<file path="config.mk">
export PLATFORM = sky130hd
export DESIGN_NAME = axi_lite_cfg_regs_flat
export DESIGN_NICKNAME = d
export VERILOG_FILES = /design/src/rtl/axi_lite_cfg_regs_if.sv /design/src/rtl/axi_lite_cfg_regs.sv /design/src/flat_wrapper.sv
export SDC_FILE = /design/constraint.sdc
export NUM_CORES = 1
export LEC_CHECK = 0
export CORE_MARGIN = 3
export CORE_UTILIZATION = 40
export CTS_CLUSTER_SIZE = 30
export DETAILED_ROUTE_END_ITERATION = 8
export PLACE_DENSITY_LB_ADDON = 0.12
export SYNTH_ARGS = -nofsm -noshare
export SYNTH_HDL_FRONTEND = slang
export SYNTH_SLANG_ARGS = --single-unit
</file>
<file path="constraint.sdc">
create_clock -name Clk_CI -period 2.8 [get_ports Clk_CI]
set_clock_uncertainty 0.15 [all_clocks]
set_input_delay 0.28 -clock Clk_CI [delete_from_list [all_inputs] [get_ports Clk_CI]]
set_output_delay 0.28 -clock Clk_CI [all_outputs]
set_load 0.01 [all_outputs]
</file>
<file path="src/rtl/axi_lite_cfg_regs_if.sv">
// AXI4-Lite bundle shared by the configuration crossbar and its register responders.
// Master drives requests and the response ready signals; Slave answers.
interface AXI_LITE #(
  parameter int AXI_ADDR_WIDTH = 32,
  parameter int AXI_DATA_WIDTH = 32
);
  localparam int AXI_STRB_WIDTH = AXI_DATA_WIDTH / 8;

  logic [AXI_ADDR_WIDTH-1:0] aw_addr;
  logic                      aw_valid;
  logic                      aw_ready;
  logic [AXI_DATA_WIDTH-1:0] w_data;
  logic [AXI_STRB_WIDTH-1:0] w_strb;
  logic                      w_valid;
  logic                      w_ready;
  logic [1:0]                b_resp;
  logic                      b_valid;
  logic                      b_ready;
  logic [AXI_ADDR_WIDTH-1:0] ar_addr;
  logic                      ar_valid;
  logic                      ar_ready;
  logic [AXI_DATA_WIDTH-1:0] r_data;
  logic [1:0]                r_resp;
  logic                      r_valid;
  logic                      r_ready;

  modport Master (
    output aw_addr, aw_valid, w_data, w_strb, w_valid, b_ready, ar_addr, ar_valid, r_ready,
    input  aw_ready, w_ready, b_resp, b_valid, ar_ready, r_data, r_resp, r_valid
  );

  modport Slave (
    input  aw_addr, aw_valid, w_data, w_strb, w_valid, b_ready, ar_addr, ar_valid, r_ready,
    output aw_ready, w_ready, b_resp, b_valid, ar_ready, r_data, r_resp, r_valid
  );
endinterface

</file>
<file path="src/rtl/axi_lite_cfg_regs.sv">
// AXI-Lite configuration register bank: N_REGS word registers with byte-lane writes,
// per-register write pulses and independent single-outstanding read/write channels.
module axi_lite_cfg_regs #(
  parameter int ADDR_BITW = 32,
  parameter int DATA_BITW = 32,
  parameter int N_REGS    = 16
) (
  input  logic                        Clk_CI,
  input  logic                        Rst_RBI,
  AXI_LITE.Slave                      Slave_PS,
  output logic [N_REGS*DATA_BITW-1:0] Regs_DO,
  output logic [N_REGS-1:0]           WrPulse_SO
);
  localparam int DATA_BYTEW = DATA_BITW / 8;
  localparam int IDX_BITW   = (N_REGS > 1) ? $clog2(N_REGS) : 1;
  localparam logic [ADDR_BITW:0] LP_NREGS = (ADDR_BITW+1)'(N_REGS);

  typedef enum logic {W_IDLE = 1'b0, W_RESP = 1'b1} w_state_e;
  typedef enum logic {R_IDLE = 1'b0, R_RESP = 1'b1} r_state_e;

  w_state_e r_wstate, w_wstate_nxt;
  r_state_e r_rstate, w_rstate_nxt;

  logic [N_REGS-1:0][DATA_BITW-1:0] r_regs;
  logic [N_REGS-1:0]                r_wr_pulse;
  logic [1:0]                       r_bresp;
  logic [1:0]                       r_rresp;
  logic [DATA_BITW-1:0]             r_rdata;

  logic [ADDR_BITW-1:0] w_aw_idx;
  logic [ADDR_BITW-1:0] w_ar_idx;
  logic [IDX_BITW-1:0]  w_aw_sel;
  logic [IDX_BITW-1:0]  w_ar_sel;
  logic                 w_aw_in;
  logic                 w_ar_in;
  logic                 w_wr_hs;
  logic                 w_wr_hit;
  logic                 w_rd_hs;
  logic                 w_ar_rdy;

  function automatic logic [DATA_BITW-1:0] f_merge(
    input logic [DATA_BITW-1:0]  old_v,
    input logic [DATA_BITW-1:0]  new_v,
    input logic [DATA_BYTEW-1:0] strb
  );
    logic [DATA_BITW-1:0] res;
    res = old_v;
    for (int b = 0; b < DATA_BYTEW; b++) begin
      if (strb[b]) begin
        res[8*b +: 8] = new_v[8*b +: 8];
      end else begin
        res[8*b +: 8] = old_v[8*b +: 8];
      end
    end
    return res;
  endfunction

  assign w_aw_idx = Slave_PS.aw_addr / ADDR_BITW'(DATA_BYTEW);
  assign w_ar_idx = Slave_PS.ar_addr / ADDR_BITW'(DATA_BYTEW);
  assign w_aw_in  = ({1'b0, w_aw_idx} < LP_NREGS);
  assign w_ar_in  = ({1'b0, w_ar_idx} < LP_NREGS);
  assign w_aw_sel = w_aw_idx[IDX_BITW-1:0];
  assign w_ar_sel = w_ar_idx[IDX_BITW-1:0];

  // Address and data are only ever taken together; the reset term keeps ready low in reset.
  assign w_wr_hs  = Rst_RBI && (r_wstate == W_IDLE) && Slave_PS.aw_valid && Slave_PS.w_valid;
  assign w_wr_hit = w_wr_hs && w_aw_in;
  assign w_ar_rdy = Rst_RBI && (r_rstate == R_IDLE);
  assign w_rd_hs  = w_ar_rdy && Slave_PS.ar_valid;

  assign Slave_PS.aw_ready = w_wr_hs;
  assign Slave_PS.w_ready  = w_wr_hs;
  assign Slave_PS.ar_ready = w_ar_rdy;
  assign Slave_PS.b_valid  = (r_wstate == W_RESP);
  assign Slave_PS.b_resp   = r_bresp;
  assign Slave_PS.r_valid  = (r_rstate == R_RESP);
  assign Slave_PS.r_data   = r_rdata;
  assign Slave_PS.r_resp   = r_rresp;
  assign Regs_DO           = r_regs;
  assign WrPulse_SO        = r_wr_pulse;

  // Write channel state register.
  always_ff @(posedge Clk_CI or negedge Rst_RBI) begin
    if (!Rst_RBI) begin
      r_wstate <= W_IDLE;
    end else begin
      r_wstate <= w_wstate_nxt;
    end
  end

  // Write channel next state; the b handshake returns to idle without accepting a new write.
  always_comb begin
    w_wstate_nxt = r_wstate;
    case (r_wstate)
      W_IDLE: begin
        if (w_wr_hs) begin
          w_wstate_nxt = W_RESP;
        end else begin
          w_wstate_nxt = W_IDLE;
        end
      end
      W_RESP: begin
        if (Slave_PS.b_ready) begin
          w_wstate_nxt = W_IDLE;
        end else begin
          w_wstate_nxt = W_RESP;
        end
      end
      default: w_wstate_nxt = W_IDLE;
    endcase
  end

  // Register update, write pulse and write response code.
  always_ff @(posedge Clk_CI or negedge Rst_RBI) begin
    if (!Rst_RBI) begin
      r_regs     <= '0;
      r_wr_pulse <= '0;
      r_bresp    <= 2'b00;
    end else begin
      for (int i = 0; i < N_REGS; i++) begin
        r_wr_pulse[i] <= w_wr_hit && (w_aw_sel == IDX_BITW'(i));
        if (w_wr_hit && (w_aw_sel == IDX_BITW'(i))) begin
          r_regs[i] <= f_merge(r_regs[i], Slave_PS.w_data, Slave_PS.w_strb);
        end
      end
      if (w_wr_hs) begin
        r_bresp <= w_aw_in ? 2'b00 : 2'b10;
      end
    end
  end

  // Read channel state register.
  always_ff @(posedge Clk_CI or negedge Rst_RBI) begin
    if (!Rst_RBI) begin
      r_rstate <= R_IDLE;
    end else begin
      r_rstate <= w_rstate_nxt;
    end
  end

  // Read channel next state.
  always_comb begin
    w_rstate_nxt = r_rstate;
    case (r_rstate)
      R_IDLE: begin
        if (w_rd_hs) begin
          w_rstate_nxt = R_RESP;
        end else begin
          w_rstate_nxt = R_IDLE;
        end
      end
      R_RESP: begin
        if (Slave_PS.r_ready) begin
          w_rstate_nxt = R_IDLE;
        end else begin
          w_rstate_nxt = R_RESP;
        end
      end
      default: w_rstate_nxt = R_IDLE;
    endcase
  end

  // Read data capture samples the pre-edge register value, so a colliding write reads old data.
  always_ff @(posedge Clk_CI or negedge Rst_RBI) begin
    if (!Rst_RBI) begin
      r_rdata <= '0;
      r_rresp <= 2'b00;
    end else if (w_rd_hs) begin
      r_rdata <= w_ar_in ? r_regs[w_ar_sel] : '0;
      r_rresp <= w_ar_in ? 2'b00 : 2'b10;
    end
  end
endmodule

</file>
<file path="src/flat_wrapper.sv">
// flat-port wrapper written by rule: the top's interface ports become plain ports
module axi_lite_cfg_regs_flat 
#(
  parameter int ADDR_BITW = 32,
  parameter int DATA_BITW = 32,
  parameter int N_REGS    = 16
)
  (Clk_CI, Rst_RBI, Regs_DO, WrPulse_SO, Slave_PS_aw_addr, Slave_PS_aw_valid, Slave_PS_w_data, Slave_PS_w_strb, Slave_PS_w_valid, Slave_PS_b_ready, Slave_PS_ar_addr, Slave_PS_ar_valid, Slave_PS_r_ready, Slave_PS_aw_ready, Slave_PS_w_ready, Slave_PS_b_resp, Slave_PS_b_valid, Slave_PS_ar_ready, Slave_PS_r_data, Slave_PS_r_resp, Slave_PS_r_valid);
  AXI_LITE Slave_PS_i ();
  input  logic Clk_CI;
  input  logic Rst_RBI;
  output logic [N_REGS*DATA_BITW-1:0] Regs_DO;
  output logic [N_REGS-1:0] WrPulse_SO;
  input wire logic [$bits(Slave_PS_i.aw_addr)-1:0] Slave_PS_aw_addr;
  input wire logic [$bits(Slave_PS_i.aw_valid)-1:0] Slave_PS_aw_valid;
  input wire logic [$bits(Slave_PS_i.w_data)-1:0] Slave_PS_w_data;
  input wire logic [$bits(Slave_PS_i.w_strb)-1:0] Slave_PS_w_strb;
  input wire logic [$bits(Slave_PS_i.w_valid)-1:0] Slave_PS_w_valid;
  input wire logic [$bits(Slave_PS_i.b_ready)-1:0] Slave_PS_b_ready;
  input wire logic [$bits(Slave_PS_i.ar_addr)-1:0] Slave_PS_ar_addr;
  input wire logic [$bits(Slave_PS_i.ar_valid)-1:0] Slave_PS_ar_valid;
  input wire logic [$bits(Slave_PS_i.r_ready)-1:0] Slave_PS_r_ready;
  output wire logic [$bits(Slave_PS_i.aw_ready)-1:0] Slave_PS_aw_ready;
  output wire logic [$bits(Slave_PS_i.w_ready)-1:0] Slave_PS_w_ready;
  output wire logic [$bits(Slave_PS_i.b_resp)-1:0] Slave_PS_b_resp;
  output wire logic [$bits(Slave_PS_i.b_valid)-1:0] Slave_PS_b_valid;
  output wire logic [$bits(Slave_PS_i.ar_ready)-1:0] Slave_PS_ar_ready;
  output wire logic [$bits(Slave_PS_i.r_data)-1:0] Slave_PS_r_data;
  output wire logic [$bits(Slave_PS_i.r_resp)-1:0] Slave_PS_r_resp;
  output wire logic [$bits(Slave_PS_i.r_valid)-1:0] Slave_PS_r_valid;
  assign Slave_PS_i.aw_addr = Slave_PS_aw_addr;
  assign Slave_PS_i.aw_valid = Slave_PS_aw_valid;
  assign Slave_PS_i.w_data = Slave_PS_w_data;
  assign Slave_PS_i.w_strb = Slave_PS_w_strb;
  assign Slave_PS_i.w_valid = Slave_PS_w_valid;
  assign Slave_PS_i.b_ready = Slave_PS_b_ready;
  assign Slave_PS_i.ar_addr = Slave_PS_ar_addr;
  assign Slave_PS_i.ar_valid = Slave_PS_ar_valid;
  assign Slave_PS_i.r_ready = Slave_PS_r_ready;
  assign Slave_PS_aw_ready = Slave_PS_i.aw_ready;
  assign Slave_PS_w_ready = Slave_PS_i.w_ready;
  assign Slave_PS_b_resp = Slave_PS_i.b_resp;
  assign Slave_PS_b_valid = Slave_PS_i.b_valid;
  assign Slave_PS_ar_ready = Slave_PS_i.ar_ready;
  assign Slave_PS_r_data = Slave_PS_i.r_data;
  assign Slave_PS_r_resp = Slave_PS_i.r_resp;
  assign Slave_PS_r_valid = Slave_PS_i.r_valid;
  axi_lite_cfg_regs #(.ADDR_BITW(ADDR_BITW), .DATA_BITW(DATA_BITW), .N_REGS(N_REGS)) u_core (.Clk_CI(Clk_CI), .Rst_RBI(Rst_RBI), .Slave_PS(Slave_PS_i), .Regs_DO(Regs_DO), .WrPulse_SO(WrPulse_SO));
endmodule
</file>
======== Yosys cells after proc, flatten, opt, wreduce, memory -nomap -nowiden ========
Cells that the tools add are included.
operators by class
  eq/ne operators ......................... 15
  bitwise logic cells ..................... 2
  $lt $le $gt $ge ......................... 3
  muxes and demuxes ....................... 11
  reductions and logical operators ........ 87
operator list
  operator                                                                number
  32-bit binary-select mux with 4-bit select                              1
  2-bit AND reduction                                                     64
  32-bit two-way mux                                                      2
  30-bit by 5-bit < comparator with 1-bit output (second input constant)  2
  4-bit equality test (second input constant)                             8
  1-bit logical AND                                                       22
  4-bit by 3-bit equality test with 1-bit output (second input constant)  4
  4-bit by 2-bit equality test with 1-bit output (second input constant)  2
  4-bit by 5-bit < comparator with 1-bit output (second input constant)   1
  4-bit by 1-bit equality test with 1-bit output (second input constant)  1
  4-bit zero test                                                         1
  1-bit two-way mux                                                       4
  2-bit two-way mux                                                       2
  1-bit one-hot mux with 2 select lines                                   2
  1-bit inverter                                                          2
storage, ports and cells
  bits in registers ....................... 566
  logic and storage cells ................. 188
  output and inout port bits .............. 569
  bits of input ports ..................... 107

======== Logic depth before layout (Yosys ltp) ========
Gate-level depths: netlist of the first run.
  word-level depth ........................ 7
  mapped depth ............................ 7
  depth with buffers taken out ............ 4

======== Worst setup path before layout of the first run ========
No wires, ideal clock.
  path kind ............................... reg-to-reg
  from .................................... register u_core.r_wstate (netlist: u_core.Slave_PS.b_valid)
  to ...................................... register u_core.r_regs (netlist bit u_core.Regs_DO[0])
  arrival ................................. 2109 ps
  data required time ...................... 2525 ps
  path slack .............................. 416 ps
  setup time .............................. 125 ps
  buffers on the path ..................... 3
  cell stages (with the launch flop) ...... 8
  clock period less this slack ............ 2384 ps
  cells stage by stage .................... dfrtp_1 -> and4b_1 -> buf_2 -> nand4_1 -> buf_4 -> buf_6 -> nor4_4 -> mux2_2
on the way
  word-level cells in the longest chain between the ends .. 7
RTL lines
  item                                  RTL line                  RTL
  start, declared                       axi_lite_cfg_regs.sv:21   w_state_e r_wstate, w_wstate_nxt;
  start signal, assigned                axi_lite_cfg_regs.sv:87   r_wstate <= w_wstate_nxt;
  1-bit inverter                        axi_lite_cfg_regs.sv:66   assign w_wr_hs = Rst_RBI && (r_wstate == W_IDLE) && Slave_PS.aw_valid && Slave_PS.w_valid;
  1-bit logical AND (3 in a row)        axi_lite_cfg_regs.sv:66
  via Slave_PS_aw_ready                 flat_wrapper.sv:23        output wire logic [$bits(Slave_PS_i.aw_ready)-1:0] Slave_PS_aw_ready;
  1-bit logical AND                     axi_lite_cfg_regs.sv:67   assign w_wr_hit = w_wr_hs && w_aw_in;
  1-bit logical AND                     axi_lite_cfg_regs.sv:122  if (w_wr_hit && (w_aw_sel == IDX_BITW'(i))) begin
  2-bit AND reduction (no source line)  --
  end signal, assigned by index         axi_lite_cfg_regs.sv:123  r_regs[i] <= f_merge(r_regs[i], Slave_PS.w_data, Slave_PS.w_strb);
  end, declared                         axi_lite_cfg_regs.sv:24   logic [N_REGS-1:0][DATA_BITW-1:0] r_regs;
The timed path passes the listed nets, and every way through them passes these cells.
A chain may end at the register's enable or synchronous reset.

======== Final worst setup path of the first run ========
  from .................................... register u_core.r_wstate (netlist: u_core.Slave_PS.b_valid)
  to ...................................... output Slave_PS_w_ready
on the way
  word-level cells in the longest chain between the ends .. 4
RTL lines
  item                            RTL line                 RTL
  1-bit inverter                  axi_lite_cfg_regs.sv:66
  1-bit logical AND (3 in a row)  axi_lite_cfg_regs.sv:66
  end, declared                   flat_wrapper.sv:24       output wire logic [$bits(Slave_PS_i.w_ready)-1:0] Slave_PS_w_ready;
Every way passes these cells.

==> results.json, run 1 <==
{
  "critPathMaxStageDelay_ns": 0.55,
  "rsz0062_at_grt": "no",
  "power_leakage_uw": 0.0168,
  "htreeDepth": 2,
  "synth_seq_cells": 564,
  "path_cells": "and4b_1 > buf_4 > clkdlybuf4s50_1",
  "fin_cells": 3281,
  "grt_util_met3_pct": 6.77,
  "grt_max_degree": 168,
  "vias_per_cell": 5.51,
  "cp_num_buf_inv": 2,
  "cts_buffers": 60,
  "cp-end-kind": "output port",
  "dp.cells": 3167,
  "synth_adder_area_share_pct": 0,
  "dp_hpwl_um": 68100,
  "busiest_layer": "met2",
  "synth-simple-area-share_pct": 7.69,
  "worst_ep_arrival_time_ns": 2.01,
  "die_w_um": 262,
  "crit_path_start_kind": "register",
  "synth_top_family_by_area": "multiplexers",
  "io_buffers": 669,
  "slowest_stage": "clkdlybuf4s50_1",
  "drcViolationCount": 0,
  "wl_per_cell_um": 28.5,
  "dr.pass1.iters": 6,
  "synth_edf_count": 0,
  "place.gp.congestion": 0.840,
  "worst-setup-path-type": "reg -> out",
  "power.density_mw_per_mm2": 463,
  "fmaxAchievable_mhz": 410,
  "fp-row-count": 93,
  "slew_headroom_pct": 31.2,
  "area_growth_pct": 42.9,
  "grt_pass1_wl_um": 135000,
  "clkLatencyLatePin_ns": 0.61,
  "cap_viol_max_count": 0,
  "irDropWorstVdd_uv": 470,
  "overflow": 0,
  "worstReg2RegEnd": "u_core.Regs_DO[500]$_DFFE_PN0P_",
  "grt_pass1_vias": 19266,
  "fin_area_mm2": 0.0373,
  "root_buffer": "clkbuf_16",
  "synth-compound-area-share_pct": 2.94,
  "use_met1_pct": 33.9,
  "fin_nets": 2482,
  "die_h_um": 262,
  "wl_um": 93400,
  "setup_viol": 0,
  "muxShareOfSynthArea_pct": 33.2,
  "yosys.area_share.xor_xnor_pct": 0,
  "finalMaxSlewViolations": 0,
  "layout_commonest_cell": "clkdlybuf4s50_1",
  "clockBufferDepth": 3,
  "tightestPinTransition_ns": 1.03,
  "period_share_pct": 87.1,
  "post-route-min-period_ns": 2.44,
  "hold_class": "in -> reg",
  "r2r_slack_ns": 0.37,
  "holdWs_ns": 0.0928,
  "reg2reg_depth": 7,
  "core-area_mm2": 0.0646,
  "worst-path-max-fanout": 5,
  "dr_total_vias": 18069,
  "drt_iter0_markers": 1182,
  "clkSlewWorstSetupHoldPaths_ns": 0.06,
  "drive_gt1_share_pct": 39.9,
  "synth-async-reset-ratio_pct": 100,
  "die-area_mm2": 0.0684,
  "r2r_start": "u_core.Slave_PS.b_valid$_DFF_PN0_",
  "clkSinkCount": 564,
  "critPathTopFamily": "buffers and inverters",
  "start_util_pct": 40.5,
  "syn_area_mm2": 0.0261,
  "finalHoldViolCount": 0,
  "avgSynthCellArea_um2": 16.2,
  "ys_seq_area_share_pct": 54.0,
  "ys_types": 33,
  "hold_end": "u_core.Slave_PS.r_valid$_DFF_PN0_",
  "placed_cell_area_mm2": 0.0353,
  "synthCells": 1610,
  "track_usage_pct": 27.0,
  "synth_warnings": 0,
  "synth_ff_type": "dfrtp_1",
  "cp.required_ns": 2.37,
  "use_met2_pct": 45.5,
  "cts_resized": 0,
  "hold_depth": 2,
  "grt_antenna_before_repair": 3,
  "status": "complete, no violations",
  "cts_tree": "yes",
  "hold_start": "Slave_PS_r_ready",
  "antenna_left": 0,
  "finalPower_uw": 17300,
  "layout_common_cells": "clkdlybuf4s50_1 (664), dfrtp_1 (564), mux2_2 (512)",
  "ios": 676
}
## Yosys cell counts, drive strengths merged, types with 8 or more instances
library cell	count	area share (%)
a22o	32	1.1
a22oi	62	1.8
buf	44	1.1
clkbuf	71	1.0
dfrtp	564	54
mux2	512	22
mux4	128	11
nand2	38	0.55
nand3	10	0.19
nand3b	8	0.23
nand4	9	0.22
nor2	10	0.14
nor3	8	0.15
nor4	78	5.5
## through the flow
stage / setup slack (ns) / setup TNS, ns / util (%)
floorplan: 0.416 / 0 / -
global placement: -0.0305 / -0.625 / 54.6
detailed placement: -0.0966 / -4.10 / 54.6
CTS: 0.328 / 0 / 57.8
global route: 0.275 / 0 / 57.8
finish: 0.362 / 0 / 57.8
## power by group
group          leakage (µW)  internal [µW]  switching (µW)
sequential          0.00787           8150            2.18
combinational       0.00791            289             597
clock               0.00101           4850            3400
total                0.0168          13300            4000
## layer usage
| layer | vias up | part of all wire, % |
|---|---|---|
| met5 | - | 0.030 |
| met3 | 153 | 7.0 |
| met1 | 9562 | 40 |
| met4 | 4 | 3.4 |
| met2 | 606 | 50 |
| li1 | 7744 | - |
## worst max path at each step
stage,startpoint,end,slack [ns],cells after the start
after global placement,Slave_PS_aw_addr[13],u_core.Regs_DO[496]$_DFFE_PN0P_,-0.03,8
after global routing,u_core.Slave_PS.b_valid$_DFF_PN0_,u_core.Regs_DO[497]$_DFFE_PN0P_,0.28,7
after floorplan,u_core.Slave_PS.b_valid$_DFF_PN0_,u_core.Regs_DO[0]$_DFFE_PN0P_,0.42,7
after CTS,u_core.Slave_PS.b_valid$_DFF_PN0_,Slave_PS_w_ready,0.33,3
final,u_core.Slave_PS.b_valid$_DFF_PN0_,Slave_PS_w_ready,0.36,3
after detailed placement,Slave_PS_aw_addr[13],u_core.Regs_DO[500]$_DFFE_PN0P_,-0.1,8
## what timing repair did
item	CTS	global route
hold endpoints to repair	207	0
setup buffers	0	0
hold buffers	1	0
## kinds of logic (layout without fill, tap and decap cells)
family          count (synthesis)  in the layout
simple gates                  185            185
other cells                     1              3
mux                           643            643
compound gates                 98             98
flops                         564            564
buf+inv                       119            933
## flip-flops by register name, summed over array words and instances (netlist names)
name and flops:
u_core.Regs_DO 512, u_core.WrPulse_SO 16, u_core.Slave_PS.b_valid 1, u_core.Slave_PS.r_valid 1, u_core.Slave_PS.b_resp 1, u_core.Slave_PS.r_data 32, u_core.Slave_PS.r_resp 1
## area by class of cell
class / count / area (µm²)
fillers: 5108 / 27200
multi-input cells: 928 / 11500
well taps: 855 / 1070
flip-flops and latches: 564 / 14100
clock buffers: 77 / 1670
repair buffers: 817 / 8600
clock inverters: 35 / 379
inverters: 4 / 16.3
diodes: 1 / 2.50
(Power assumes the default switching activity.)
==> run 2, diff against run 1 <==
--- a/config.mk
+++ b/config.mk
@@ -10,6 +10,7 @@
 export CTS_CLUSTER_SIZE = 30
 export DETAILED_ROUTE_END_ITERATION = 8
 export PLACE_DENSITY_LB_ADDON = 0.12
+export SKIP_LAST_GASP = 1
 export SYNTH_ARGS = -nofsm -noshare
 export SYNTH_HDL_FRONTEND = slang
 export SYNTH_SLANG_ARGS = --single-unit
==> constraint.sdc (replaced) <==
create_clock -name Clk_CI -period 2.98 [get_ports Clk_CI]
set_clock_uncertainty 0.15 [all_clocks]
set_input_delay 0.298 -clock Clk_CI [delete_from_list [all_inputs] [get_ports Clk_CI]]
set_output_delay 0.298 -clock Clk_CI [all_outputs]
set_load 0.01 [all_outputs]
==> results.json, run 2 (synthesis results as in run 1) <==
{
  "grt_max_degree": 178,
  "antenna_left": 0,
  "clockBufferDepth": 3,
  "dr_total_vias": 18116,
  "final.setup.tns_ns": 0,
  "layout_common_cells": "clkdlybuf4s50_1 (664), dfrtp_1 (564), mux2_2 (512)",
  "root_buffer": "clkbuf_16",
  "overflow": 0,
  "fillers": 5203,
  "cp-end-kind": "output port",
  "ios": 676,
  "cts_buffers": 59,
  "fin_nets": 2459,
  "crit_start": "u_core.Slave_PS.b_valid$_DFF_PN0_",
  "cp.required_ns": 2.53,
  "hold_class": "in -> reg",
  "io_buffers": 669,
  "holdWs_ns": 0.109,
  "clkLatencyLatePin_ns": 0.61,
  "area_growth_pct": 41.6,
  "wl_met3_um": 6060,
  "power.density_mw_per_mm2": 422,
  "status": "complete, no violations",
  "place.gp.congestion": 0.829,
  "drcViolationCount": 0,
  "period_share_pct": 82.5,
  "drt_iter0_markers": 1122,
  "slew_headroom_pct": 28.6,
  "finalMaxSlewViolations": 0,
  "track_usage_pct": 27.3,
  "post-route-min-period_ns": 2.46,
  "wl_um": 94400,
  "dp_hpwl_um": 67600,
  "seqCellArea_mm2": 0.0141,
  "tightestPinTransition_ns": 1.07,
  "grt_pass1_wl_um": 137000,
  "clkSinkCount": 564,
  "crit_path_start_kind": "register",
  "rsz0062_at_grt": "no",
  "r2r_start": "u_core.Slave_PS.b_valid$_DFF_PN0_",
  "multi_input_area_mm2": 0.0115,
  "worst_ep_arrival_time_ns": 2.01,
  "wl_per_cell_um": 29.1,
  "met1_length_um": 38300,
  "core-area_mm2": 0.0646,
  "die_h_um": 262,
  "worst-setup-path-type": "reg -> out",
  "fp-row-count": 93,
  "fmaxAchievable_mhz": 407,
  "worst-path-max-fanout": 5,
  "cap_viol_max_count": 0,
  "layout_commonest_cell": "clkdlybuf4s50_1",
  "dr_wl_met2_um": 47300,
  "start_util_pct": 40.5,
  "grt_pass1_vias": 19187,
  "grt_antenna_before_repair": 4,
  "clkSlewWorstSetupHoldPaths_ns": 0.06,
  "irDropWorstVdd_uv": 458,
  "dr.pass1.iters": 5,
  "setup_viol": 0,
  "routed.top_layer": "met5",
  "cts_tree": "yes",
  "drive_gt1_share_pct": 38.7,
  "die-area_mm2": 0.0684,
  "die_w_um": 262,
  "largest_reg_flops": 512,
  "vias_per_cell": 5.58,
  "finalHoldViolCount": 0,
  "power_leakage_uw": 0.0166,
  "htreeDepth": 2,
  "hold_start": "Slave_PS_b_ready"
}
run 2: changes by cell type in the layout (fill, tap and decap cells not counted):
| cell | change |
|---|---|
| clkinvlp_4 | -4 |
| clkbuf_1 | +7 |
| buf_12 | +3 |
| clkinv_2 | -9 |
| inv_6 | -3 |
| bufinv_16 | -5 |
| buf_4 | -25 |
| clkbuf_8 | +1 |
run 2: path summary, 6_finish.rpt:
check	endpoint	slack [ns]	depth (start not counted)
min reg2reg	u_core.Slave_PS.b_valid$_DFF_PN0_	0.35	1
min	u_core.Slave_PS.b_valid$_DFF_PN0_	0.11	3
max	Slave_PS_aw_ready	0.52	3
max reg2reg	u_core.Regs_DO[7]$_DFFE_PN0P_	0.57	7
min in group asynchronous	u_core.Regs_DO[320]$_DFFE_PN0P_	0.33	3
max in group asynchronous	u_core.Regs_DO[333]$_DFFE_PN0P_	0.77	4
run 2: per-layer routing:
| layer | vias up | global-route usage (%) |
|---|---|---|
| li1 | 7681 | - |
| met4 | 6 | 7.73 |
| met5 | - | 0 |
| met3 | 138 | 6.23 |
| met1 | 9718 | 35.5 |
| met2 | 573 | 46.1 |
run 2: metrics by stage:
| step | std cells | instance area, µm² | setup WS, ns | util [%] | total power, µW |
|---|---|---|---|---|---|
| after floorplan | 1611 | 26100 | 0.596 | - | 8120 |
| after global placement | 3145 | 35200 | 0.0778 | 54.4 | 8630 |
| after global routing | 3246 | 37000 | 0.468 | 57.3 | 16100 |
| after CTS | 3245 | 37000 | 0.493 | 57.3 | 15800 |
| final | 3246 | 37000 | 0.521 | 57.3 | 15600 |
| after detailed placement | 3145 | 35200 | 0.0784 | 54.4 | 8640 |
run 2: area by class of cell:
class                   instances  area share (%)
flip-flops and latches        564            38.1
multi-input cells             928            31.1
repair buffers                795            22.9
clock buffers                  85            4.61
well taps                     855            2.89
clock inverters                14           0.345
inverters                       4          0.0440
diodes                          1         0.00676
run 2: power by group:
group	total (µW)	internal (µW)	switching, µW
Combinational	828	262	566
Sequential	7660	7660	1.89
Clock	7110	4110	3010
run 2: critical path, stage by stage (launching register included):
cell	delay, ns
dfrtp_1	0.39
and4b_1	0.29
buf_4	0.15
clkdlybuf4s50_1	0.57
run 2: what timing repair did:
item	4_1_cts	5_1_grt
hold endpoints to repair	190	0
gates resized for setup	0	0
setup buffers	0	0
hold buffers	1	0
endpoints found under the setup margin	0	0
==> run 3, diff against run 2 <==
==> constraint.sdc (replaced) <==
create_clock -name Clk_CI -period 2.47 [get_ports Clk_CI]
set_clock_uncertainty 0.15 [all_clocks]
set_input_delay 0.247 -clock Clk_CI [delete_from_list [all_inputs] [get_ports Clk_CI]]
set_output_delay 0.247 -clock Clk_CI [all_outputs]
set_load 0.01 [all_outputs]
==> results.json, run 3 (synthesis results as in run 1) <==
{
  "clkLatencyLatePin_ns": 0.59,
  "die_w_um": 262,
  "setup_viol": 0,
  "hold_depth": 2,
  "area_growth_pct": 44.3,
  "power.density_mw_per_mm2": 533,
  "ios": 676,
  "finalHoldViolCount": 0,
  "clkSlewWorstSetupHoldPaths_ns": 0.06,
  "root_buffer": "clkbuf_16",
  "fin_nets": 2505,
  "slew_headroom_pct": 47.6,
  "r2r_start": "u_core.Slave_PS.b_valid$_DFF_PN0_",
  "fillers": 5117,
  "fp-row-count": 93,
  "worst_ep_arrival_time_ns": 2.01,
  "crit_path_start_kind": "register",
  "hold_class": "in -> reg",
  "hold_start": "Slave_PS_r_ready",
  "overflow": 0,
  "die-area_mm2": 0.0684,
  "worst-path-max-fanout": 5,
  "finalMaxSlewViolations": 0,
  "layout_common_cells": "clkdlybuf4s50_1 (664), dfrtp_1 (564), mux2_2 (512)",
  "layout_commonest_cell": "clkdlybuf4s50_1",
  "period_share_pct": 97.4,
  "drt_iter0_markers": 1339,
  "fin_area_mm2": 0.0377,
  "io_buffers": 669,
  "worst-setup-path-type": "reg -> out",
  "place.gp.congestion": 0.844,
  "worstReg2RegEnd": "u_core.Regs_DO[110]$_DFFE_PN0P_",
  "status": "complete, no violations",
  "htreeDepth": 3,
  "cp-end-kind": "output port",
  "clockBufferDepth": 3,
  "dr_total_vias": 18676,
  "grt_pass1_vias": 19725,
  "wl_per_cell_um": 29.3,
  "dp_hpwl_um": 70100,
  "grt_antenna_before_repair": 4,
  "reg2reg_depth": 7,
  "core-area_mm2": 0.0646,
  "placed_cell_area_mm2": 0.0355,
  "finalPower_uw": 20100,
  "dr.pass1.iters": 6,
  "start_util_pct": 40.5,
  "irDropWorstVdd_uv": 417,
  "drive_gt1_share_pct": 40.1,
  "wl_um": 96700,
  "fmaxAchievable_mhz": 416,
  "hold_end": "u_core.Slave_PS.r_valid$_DFF_PN0_",
  "rsz0062_at_grt": "no",
  "cts_buffers": 66,
  "grt_max_degree": 137,
  "power_leakage_uw": 0.0170,
  "grt_pass1_wl_um": 140000,
  "die_h_um": 262,
  "cts_tree": "yes",
  "post-route-min-period_ns": 2.40,
  "drcViolationCount": 0,
  "cap_viol_max_count": 0,
  "cp.required_ns": 2.07,
  "largest_reg_flops": 512,
  "tightestPinTransition_ns": 0.786,
  "holdWs_ns": 0.113,
  "antenna_left": 0,
  "vias_per_cell": 5.65,
  "clkSinkCount": 564,
  "final_util_pct": 58.4,
  "track_usage_pct": 27.9,
  "r2r_slack_ns": 0.07
}
-- run 3: worst max-delay path by stage --
| stage | start | end | slack, ns | depth (start not counted) |
|---|---|---|---|---|
| after floorplan | u_core.Slave_PS.b_valid$_DFF_PN0_ | u_core.Regs_DO[0]$_DFFE_PN0P_ | 0.09 | 7 |
| after global placement | Slave_PS_aw_addr[13] | u_core.Regs_DO[213]$_DFFE_PN0P_ | -0.39 | 8 |
| after detailed placement | Slave_PS_aw_addr[12] | u_core.Regs_DO[208]$_DFFE_PN0P_ | -0.37 | 8 |
| after CTS | u_core.Slave_PS.b_valid$_DFF_PN0_ | u_core.Regs_DO[208]$_DFFE_PN0P_ | 0.02 | 7 |
| after global routing | u_core.Slave_PS.b_valid$_DFF_PN0_ | u_core.Regs_DO[195]$_DFFE_PN0P_ | 0.002 | 7 |
| final | u_core.Slave_PS.b_valid$_DFF_PN0_ | Slave_PS_aw_ready | 0.07 | 3 |
-- run 3: timing repair --
action,CTS,global route
setup endpoints to repair,0,79
hold endpoints to repair,70,0
hold buffers,1,0
buffers inserted,0,0
gates resized for setup,0,8
-- run 3: layout make-up --
cell class / instances / area, µm² / share of cell area (%)
flip-flops and latches: 564 / 14100 / 37.4
multi-input cells: 928 / 11500 / 30.5
repair buffers: 834 / 8850 / 23.5
clock buffers: 93 / 1880 / 5.00
well taps: 855 / 1070 / 2.84
clock inverters: 24 / 270 / 0.717
inverters: 4 / 16.3 / 0.0431
diodes: 2 / 5.00 / 0.0133
-- run 3: report_power, final --
part	internal, µW	switching (µW)
Combinational	373	703
Sequential	9240	2.79
Clock	5860	3930
Total	15500	4630
-- run 3: metal layers --
metal / up-vias / routed length (µm) / GRT usage [%]
met5: - / 34 / 0
met4: 4 / 3840 / 10.5
met3: 188 / 5690 / 4.98
met2: 753 / 47600 / 46.5
met1: 9959 / 39500 / 36.6
li1: 7772 / - / -
-- run 3: stage by stage --
step	worst slack, ns	cells	TNS (ns)
6_report	0.0652	3304	0
2_1_floorplan	0.0859	1611	0
3_5_place_dp	-0.372	3184	-139.19
5_1_grt	0.00236	3302	0
4_1_cts	0.0200	3302	0
3_3_place_gp	-0.391	3184	-145.99
-- run 3: worst max-delay path, stage by stage, from the launching register on --
cell,delay [ns]
dfrtp_1,0.40
and4b_1,0.31
buf_4,0.16
clkdlybuf4s50_1,0.56
